File: src/rtl/reaction_avg.sv
// reaction_avg: running mean of the last 2**DEPTH_LOG2 reaction times.
// Each accepted BCD sample is converted to binary, stored in a circular
// buffer, the running sum is divided by the sample count with a restoring
// divider, and the quotient is converted back to BCD by double-dabble.
// Optional build macro: REACTION_AVG_ROUND_EN (round-half-up mean instead of
// a truncated one; latency is identical).
module reaction_avg #(
    parameter int unsigned DEPTH_LOG2 = 2
) (
    input  logic                clock,
    input  logic                reset,
    input  logic                sample_valid,
    input  logic [3:0]          d3,
    input  logic [3:0]          d2,
    input  logic [3:0]          d1,
    input  logic [3:0]          d0,
    input  logic                clear,
    output logic [3:0]          avg3,
    output logic [3:0]          avg2,
    output logic [3:0]          avg1,
    output logic [3:0]          avg0,
    output logic [DEPTH_LOG2:0] count,
    output logic                busy,
    output logic                avg_valid,
    output logic                err
);

    localparam int unsigned W     = 14 + DEPTH_LOG2;
    localparam int unsigned CW    = DEPTH_LOG2 + 1;
    localparam int unsigned DEPTH = 1 << DEPTH_LOG2;

    typedef enum logic [2:0] {
        S_IDLE,
        S_LOAD,
        S_DIV,
        S_CONV,
        S_DONE
    } state_t;

    state_t                state_q, state_d;
    logic [13:0]           bin_q, bin_d;
    logic [DEPTH_LOG2-1:0] wptr_q, wptr_d;
    logic [CW-1:0]         count_q, count_d;
    logic [W-1:0]          sum_q, sum_d;
    logic [W-1:0]          quot_q, quot_d;
    logic [CW-1:0]         rem_q, rem_d;
    logic [4:0]            step_q, step_d;
    logic [15:0]           bcd_q, bcd_d;
    logic [15:0]           avg_q, avg_d;
    logic                  err_q, err_d;

    logic [13:0]           mem_q [DEPTH];

    logic                  digits_ok;
    logic [13:0]           bin_in;
    logic                  full;
    logic [13:0]           evicted;
    logic [CW-1:0]         count_inc;
    logic [W-1:0]          sum_next;
    logic [W-1:0]          dividend;
    logic [CW:0]           shifted;
    logic [CW:0]           trial;
    logic [15:0]           bcd_next;

    function automatic logic [15:0] dd_adjust(input logic [15:0] v);
        logic [15:0] r;
        r = v;
        for (int unsigned i = 0; i < 4; i++) begin
            if (r[4*i +: 4] >= 4'd5) begin
                r[4*i +: 4] = r[4*i +: 4] + 4'd3;
            end
        end
        return r;
    endfunction

    // Input decode, buffer arithmetic, divider step and BCD shift step.
    always_comb begin
        digits_ok = (d3 <= 4'd9) && (d2 <= 4'd9) && (d1 <= 4'd9) && (d0 <= 4'd9);
        bin_in    = ((14'(d3) * 14'd10 + 14'(d2)) * 14'd10 + 14'(d1)) * 14'd10 + 14'(d0);
        full      = (count_q == CW'(DEPTH));
        evicted   = full ? mem_q[wptr_q] : '0;
        count_inc = full ? count_q : count_q + CW'(1);
        sum_next  = sum_q + W'(bin_q) - W'(evicted);
`ifdef REACTION_AVG_ROUND_EN
        dividend  = sum_next + W'(count_inc >> 1);
`else
        dividend  = sum_next;
`endif
        shifted   = {rem_q, quot_q[W-1]};
        trial     = shifted - {1'b0, count_q};
        bcd_next  = (dd_adjust(bcd_q) << 1) | 16'(quot_q[13]);
    end

    // Next-state logic of the sequencing FSM; clear always returns to IDLE.
    always_comb begin
        state_d = state_q;
        if (clear) begin
            state_d = S_IDLE;
        end else begin
            case (state_q)
                S_IDLE: if (sample_valid && digits_ok) state_d = S_LOAD;
                S_LOAD: state_d = S_DIV;
                S_DIV:  if (step_q == 5'(W - 1)) state_d = S_CONV;
                S_CONV: if (step_q == 5'd13) state_d = S_DONE;
                S_DONE: state_d = S_IDLE;
                default: state_d = S_IDLE;
            endcase
        end
    end

    // Datapath next-state values per FSM state, with clear overriding all.
    always_comb begin
        bin_d   = bin_q;
        wptr_d  = wptr_q;
        count_d = count_q;
        sum_d   = sum_q;
        quot_d  = quot_q;
        rem_d   = rem_q;
        step_d  = step_q;
        bcd_d   = bcd_q;
        avg_d   = avg_q;
        err_d   = err_q;

        if (sample_valid && ((state_q != S_IDLE) || !digits_ok)) begin
            err_d = 1'b1;
        end

        case (state_q)
            S_IDLE: begin
                if (sample_valid && digits_ok) bin_d = bin_in;
            end
            S_LOAD: begin
                wptr_d  = wptr_q + DEPTH_LOG2'(1);
                sum_d   = sum_next;
                count_d = count_inc;
                quot_d  = dividend;
                rem_d   = '0;
                step_d  = '0;
            end
            S_DIV: begin
                // Quotient bits shift into the dividend register as its
                // bits are consumed, so one register holds both.
                if (!trial[CW]) begin
                    rem_d  = trial[CW-1:0];
                    quot_d = {quot_q[W-2:0], 1'b1};
                end else begin
                    rem_d  = shifted[CW-1:0];
                    quot_d = {quot_q[W-2:0], 1'b0};
                end
                step_d = step_q + 5'd1;
                if (step_q == 5'(W - 1)) begin
                    step_d = '0;
                    bcd_d  = '0;
                end
            end
            S_CONV: begin
                bcd_d  = bcd_next;
                quot_d = {quot_q[W-2:0], 1'b0};
                step_d = step_q + 5'd1;
                // The final shift lands directly on the outputs so the new
                // digits are visible during the DONE cycle.
                if (step_q == 5'd13) avg_d = bcd_next;
            end
            default: ;
        endcase

        if (clear) begin
            wptr_d  = '0;
            count_d = '0;
            sum_d   = '0;
            avg_d   = '0;
            err_d   = 1'b0;
        end
    end

    // State and datapath registers with asynchronous active-low reset.
    always_ff @(posedge clock or negedge reset) begin
        if (!reset) begin
            state_q <= S_IDLE;
            bin_q   <= '0;
            wptr_q  <= '0;
            count_q <= '0;
            sum_q   <= '0;
            quot_q  <= '0;
            rem_q   <= '0;
            step_q  <= '0;
            bcd_q   <= '0;
            avg_q   <= '0;
            err_q   <= 1'b0;
        end else begin
            state_q <= state_d;
            bin_q   <= bin_d;
            wptr_q  <= wptr_d;
            count_q <= count_d;
            sum_q   <= sum_d;
            quot_q  <= quot_d;
            rem_q   <= rem_d;
            step_q  <= step_d;
            bcd_q   <= bcd_d;
            avg_q   <= avg_d;
            err_q   <= err_d;
        end
    end

    // History buffer write; contents are never cleared, count marks validity.
    always_ff @(posedge clock) begin
        if (state_q == S_LOAD && !clear) begin
            mem_q[wptr_q] <= bin_q;
        end
    end

    assign avg3      = avg_q[15:12];
    assign avg2      = avg_q[11:8];
    assign avg1      = avg_q[7:4];
    assign avg0      = avg_q[3:0];
    assign count     = count_q;
    assign busy      = (state_q != S_IDLE);
    assign avg_valid = (state_q == S_DONE) && !clear;
    assign err       = err_q;

endmodule

File: config.mk
export PLATFORM = sky130hd
export DESIGN_NAME = reaction_avg
export DESIGN_NICKNAME = d
export VERILOG_FILES = /design/src/rtl/reaction_avg.sv
export SDC_FILE = /design/constraint.sdc
export NUM_CORES = 1
export LEC_CHECK = 0
export ABC_CLOCK_PERIOD_IN_PS = 4200
export BUFFER_PORTS_ARGS = -buffer_cell sky130_fd_sc_hd__buf_2
export CAP_MARGIN = 30
export CORE_UTILIZATION = 55
export DETAILED_ROUTE_END_ITERATION = 12
export PLACE_DENSITY = 0.75
export SKIP_LAST_GASP = 1
export SYNTH_ARGS = -nofsm -noshare
export SYNTH_HDL_FRONTEND = slang
export SYNTH_SLANG_ARGS = --single-unit
File: constraint.sdc
create_clock -name clock -period 4.2 [get_ports clock]
set_input_delay 0.42 -clock clock [delete_from_list [all_inputs] [get_ports clock]]
set_output_delay 0.42 -clock clock [all_outputs]
set_load 0.02 [all_outputs]
Word-level counts from Yosys, hierarchy flattened:

Memory sizes are Yosys's and may differ from the RTL's.
Index checks and enable logic that the tools add are counted.

* $lt $le $gt $ge: 8
* reductions and logical operators: 24
* multiply operators: 3
* equal/unequal tests: 12
* $add $sub $neg: 13
* mux-type cells: 32
* bitwise logic cells: 1

Operators by type and width (count)
* 16-bit two-way mux: 6
* 16-bit one-hot mux with 3 select lines: 1
* 16-bit one-hot mux with 2 select lines: 1
* 3-bit two-way mux: 9
* 16-bit by 14-bit adder with 16-bit output: 1
* 4-bit by 3-bit >= comparator with 1-bit output (second input constant): 4
* 4-bit <= comparator (second input constant): 4
* 16-bit by 1-bit bitwise OR with 16-bit output: 1
* 16-bit by 14-bit subtractor with 16-bit output: 1
* 5-bit one-hot mux with 3 select lines: 1
* 13-bit by 4-bit adder with 14-bit output: 1
* 14-bit by 4-bit adder with 14-bit output: 1
* 14-bit by 3-bit multiplier with 13-bit output (second input constant): 1
* 14-bit two-way mux: 1
* 4-bit by 2-bit adder with 4-bit output (second input constant): 3
* 9-bit by 3-bit multiplier with 12-bit output (second input constant): 1
* 4-bit two-way mux: 3
* 3-bit one-hot mux with 4 select lines: 1
* 2-bit nonzero test: 6
* 5-bit by 4-bit equality test with 1-bit output (second input constant): 2
* 8-bit by 4-bit adder with 9-bit output: 1
* 3-bit != test (second input constant): 3
* 2-bit AND reduction: 4
* 1-bit logical AND: 7
* other kinds (19): 29

* logic and storage cells: 105
* bits in writable memories: 56
* bits of input ports: 20
* output and inout port bits: 22
* register bits: 95
* memories: 1

Memories
* mem_q: words 4, width 14, read ports 1, clocked after memory_dff 0, wr ports 1, RTL line 52 `logic [13:0] mem_q [DEPTH];`

Depth between registers and ports, before layout:

* word-level depth: 9
* mapped depth: 25
* gate-level depth less buffers: 25

Worst setup path before layout:

Ideal clock, no wire load.

* kind: input to register
* from: in d3[1]
* to: reg bin_q[13]
* cell stages on the path: 19
* path buffers: 0
* arrival time: 5225 ps
* library setup time: 77 ps
* setup slack: -1102 ps
* data required time: 4123 ps
* cells stage by stage: ha_1 > ha_1 > inv_1 > fa_1 > xor2_1 > ha_1 > ha_1 > xnor2_1 > or3b_2 > xnor2_1 > ha_1 > ha_1 > o21a_1 > a211o_1 > a31o_2 > a21oi_1 > xnor2_1 > xnor3_1 > a21oi_1

* cells in the longest elaborated chain, start to end: 6
* elaborated cells on any way between the ends: 12
* those cells by class: 3 x add/sub; 3 x mul; 1 x order compare; 5 x reduce/logical

Ends and longest elaborated chain
* from (decl): RTL line 13 `input logic [3:0] d3,`
* 4-bit by 3-bit multiplier with 7-bit output / 4-bit <= comparator (equally long branches): RTL line 79, 78
* 8-bit by 4-bit adder with 9-bit output / 1-bit logical AND (equally long branches): RTL line 79, 78
* 9-bit by 3-bit multiplier with 12-bit output / 1-bit logical AND (equally long branches): RTL line 79, 78
* 13-bit by 4-bit adder with 14-bit output / 1-bit logical AND (equally long branches): RTL line 79, 78
* 14-bit by 3-bit multiplier with 13-bit output / 1-bit logical AND (equally long branches): RTL line 79, 130
* 14-bit by 4-bit adder with 14-bit output / 2-bit AND reduction (equally long branches)
* to (signal assigned): RTL line 192 `bin_q <= bin_d;`
* to (decl): RTL line 41 `logic [13:0] bin_q, bin_d;`

Several ways; a longest one is shown, not always the timed one.
A chain may end at the register's enable or synchronous reset.

Worst setup path after layout:

Same ends and word-level chain as after synthesis.

==> qor.txt <==
Status -> finished with violations
Failing checks -> negative setup slack
Max Clk Rate -> 201 MHz
WP buf/inv -> 2
DRC violations left -> 0
IO Port Bufs -> 41
Critical Path RT -> 4.55 ns
Nets -> 1,183
Core area -> 0.0166 mm^2
M1 WL -> 9.50 mm
CTS tree -> built
Largest net degree at the start of global routing -> 66
Netlist cell types -> 64
Clock Skew -> 0.00969 ns
Final Critical Period -> 4.97 ns
NetSw -> 4.04 mW
Vias in the first global route -> 7,225
P per Cell Area -> 885 mW/mm^2
Antenna cells -> 0
Design area -> 0.0117 mm^2
Die Width -> 133 um
Area after DPL -> 0.0107 mm^2
Slowest stage delay, CP -> 0.48 ns
Worst Slack Setup Final -> -0.775 ns
Sw frac -> 39.0%
Core Util, Final -> 70.3%
CP Class -> primary input to flop
Final setup violation count -> 4
DP HPWL -> 14.8 mm
CP endpoint kind -> flop
Die area -> 0.0176 mm^2
Cell Area, Synth -> 0.00942 mm^2
Final Max Slew Viols -> 0
Layout area overhead -> 24.2%
RSZ-0062 raised after global routing -> true
FP Rows -> 47
DR WL met2 -> 11.1 mm
Slowest CP cell -> fa_2
R2R Path Start -> wptr_q[0]$_DFFE_PN0P_
Max-slew headroom -> 39.6%
EDFF count, synth -> 56
R2r worst-path depth -> 14
Initial Util -> 56.6%
Cells after synthesis -> 929
Crit path cell chain -> buf_8, ha_4, ha_4, inv_2, fa_2, nor2_1, nand2_1, xnor2_1, nand2_1, o41ai_2, ha_1, ha_4, nand3_4, o2111ai_4, xor2_2, xor2_1, ha_1, ha_4, or2_4, a31o_4, a21oi_2, xnor2_1, xnor3_1, a21oi_2
Initial DRC count -> 443
Routed Wire Length -> 22.0 mm
# hold bufs at CTS -> 0
Clock slew at reported path FFs -> 0.07 ns
Final hold violation count -> 0
Chip Height -> 133 um
Yosys reg bits -> 151
Pint -> 6.31 mW
Synth top area cells -> dfrtp_1 25%, edfxtp_1 18%, ha_1 11%
Crit path max-delay family -> adder cells
Ys flop type -> dfrtp_1
Pre-antenna DRT Iters -> 5
Yosys top cell by area -> dfrtp_1
TritonCTS buffer count -> 17
Skew-Pair Late Insertion Delay -> 0.43 ns
Leakage -> 5.12 nW
Crit path DAT -> 5.33 ns
First-pass GRT wire length -> 35.1 mm
CP Depth -> 24
Clock Power Share -> 15.0%
I/O pin total -> 42
Flop pwr share -> 18.7%
Commonest non-fill, non-tap cell in the layout -> nand2_1
Via count -> 7,226
Routed Antenna Nets -> 0
Routed vias/inst -> 5.59
Top-area cell type share of the netlist area -> 25.2%
Crit path top cell by count -> ha_4
CP startpoint -> d3[1]
Max-cap violation count -> 0
Combinational share of power -> 66.3%
Total power -> 10.3 mW
End of the critical path -> bin_q[13]$_DFFE_PN0P_
Met3 wire length -> 814 um
Sequential share of the synthesized area -> 43.1%
Max IR drop VDD -> 1030 uV
Asr flop ratio synth -> 62.9%
Worst Tran Pin Value -> 0.906 ns
Avg Inst Size Synth -> 10.1 um^2
Most frequent cells in the layout -> 104 x nand2_1, 97 x inv_1, 94 x dfrtp_1
H-Tree Depth -> 4
R2R Setup Slk -> 0.22 ns
Clock Sinks -> 151
Setup TNS -> -2.61 ns
GR Overflow Total -> 0
GP Congestion -> 0.864
Ratio of cells with drive above 1 in the final layout -> 25.2%
Min-Delay Path Class -> primary input to asynchronous set/reset pin
Fin crit share -> 118%
Tot GR Track Use -> 25.4%
Synth Net Count -> 1,053
Worst Path Max Fanout -> 5
CTS root buffer -> clkbuf_16
Max Buffers Root-to-Sink -> 2
Wire per inst -> 17.0 um
CP Launch Type -> primary input
RR Endpoint -> sum_q[15]$_DFFE_PN0P_
Top layer in use -> met4
YS warnings -> 0
Initial antenna violation count -> 0
-- Yosys cell counts (8+ instances only) --
| cell | number |
|---|---|
| inv_1 | 100 |
| a21o_1 | 13 |
| fa_1 | 21 |
| nand2_1 | 105 |
| xnor2_1 | 35 |
| mux4_2 | 14 |
| xor2_1 | 21 |
| a22oi_1 | 9 |
| clkbuf_1 | 29 |
| a211oi_1 | 8 |
| a21oi_1 | 66 |
| nand3_1 | 9 |
| nor2b_1 | 23 |
| nor3b_1 | 8 |
| nor2_1 | 54 |
| o21ai_0 | 59 |
| dfrtp_1 | 95 |
| nand2b_1 | 11 |
| ha_1 | 83 |
| a22o_1 | 9 |
| nor3_1 | 17 |
| edfxtp_1 | 56 |
-- power groups by stage --
| stage | combinational (mW) | sequential, mW | clock (mW) |
|---|---|---|---|
| 2_1_floorplan | 3.81 | 1.90 | 0 |
| 3_3_place_gp | 5.50 | 1.95 | 0 |
| 3_5_place_dp | 5.69 | 1.96 | 0 |
| 4_1_cts | 6.03 | 1.94 | 1.56 |
| 5_1_grt | 7.48 | 1.97 | 1.62 |
| 6_report | 6.86 | 1.94 | 1.55 |
-- metal layers --
| metal | GRT usage (%) | up-vias |
|---|---|---|
| li1 | - | 3489 |
| met1 | 31.9 | 3544 |
| met2 | 43.8 | 150 |
| met3 | 4.98 | 43 |
| met4 | 8.88 | 0 |
| met5 | 0 | - |
-- state kept, by name, indices dropped and copies added, names as in the netlist --
signal,flops
mem_q,56
wptr_q,2
bin_q,14
step_q,5
rem_q,3
quot_q,16
sum_q,16
bcd_q,16
count,3
avg_q,16
state_q,3
err,1
-- logic make-up (layout without fill, tap and decap cells) --
logic type	after synthesis	in the layout	share of synthesized area, %
flip-flops	151	151	43.1
adder cells (fa/ha/maj)	104	104	15.5
AO/OA/AOI/OAI	209	209	13.7
buffers and inverters	130	273	5.18
AND/OR/NAND/NOR	256	256	12.8
multiplexers	22	22	4.24
XOR/XNOR	57	57	5.45
-- worst min-delay path by stage --
stage | from | end | slack, ns | cells after the start
finish | reset | sum_q[11]$_DFFE_PN0P_ | 0.12 | 1
global route | reset | wptr_q[0]$_DFFE_PN0P_ | 0.18 | 1
CTS | reset | sum_q[11]$_DFFE_PN0P_ | 0.16 | 1
detailed placement | quot_q[10]$_DFFE_PN0P_ | quot_q[10]$_DFFE_PN0P_ | 0.47 | 2
global placement | quot_q[10]$_DFFE_PN0P_ | quot_q[10]$_DFFE_PN0P_ | 0.46 | 2
floorplan | reset | avg_q[0]$_DFFE_PN0P_ | 0.12 | 0
-- timing repair --
action / in CTS / in global routing
setup endpoints to repair: 5 / 10
pin swaps: 22 / 50
resized for setup: 26 / 38
setup buffers: 10 / 6
-- through the flow --
| step | hold WS (ns) | setup slack, ns | instances |
|---|---|---|---|
| after floorplan | 0.124 | -0.771 | 929 |
| after global placement | 0.462 | -0.963 | 1245 |
| after detailed placement | 0.471 | -1.15 | 1246 |
| after CTS | 0.159 | -0.580 | 1286 |
| after global routing | 0.185 | -1.02 | 1292 |
| final | 0.119 | -0.775 | 1292 |
-- final cells by class --
cell class	instances	area (um^2)
Clock buffer	17	425
Clock inverter	15	164
Fill cell	1135	4940
Inverter	100	375
Multi-Input combinational cell	648	5370
Sequential cell	151	4060
Tap cell	220	275
Timing Repair Buffer	141	1030
Note: power is estimated with default switching activity, not from simulation.
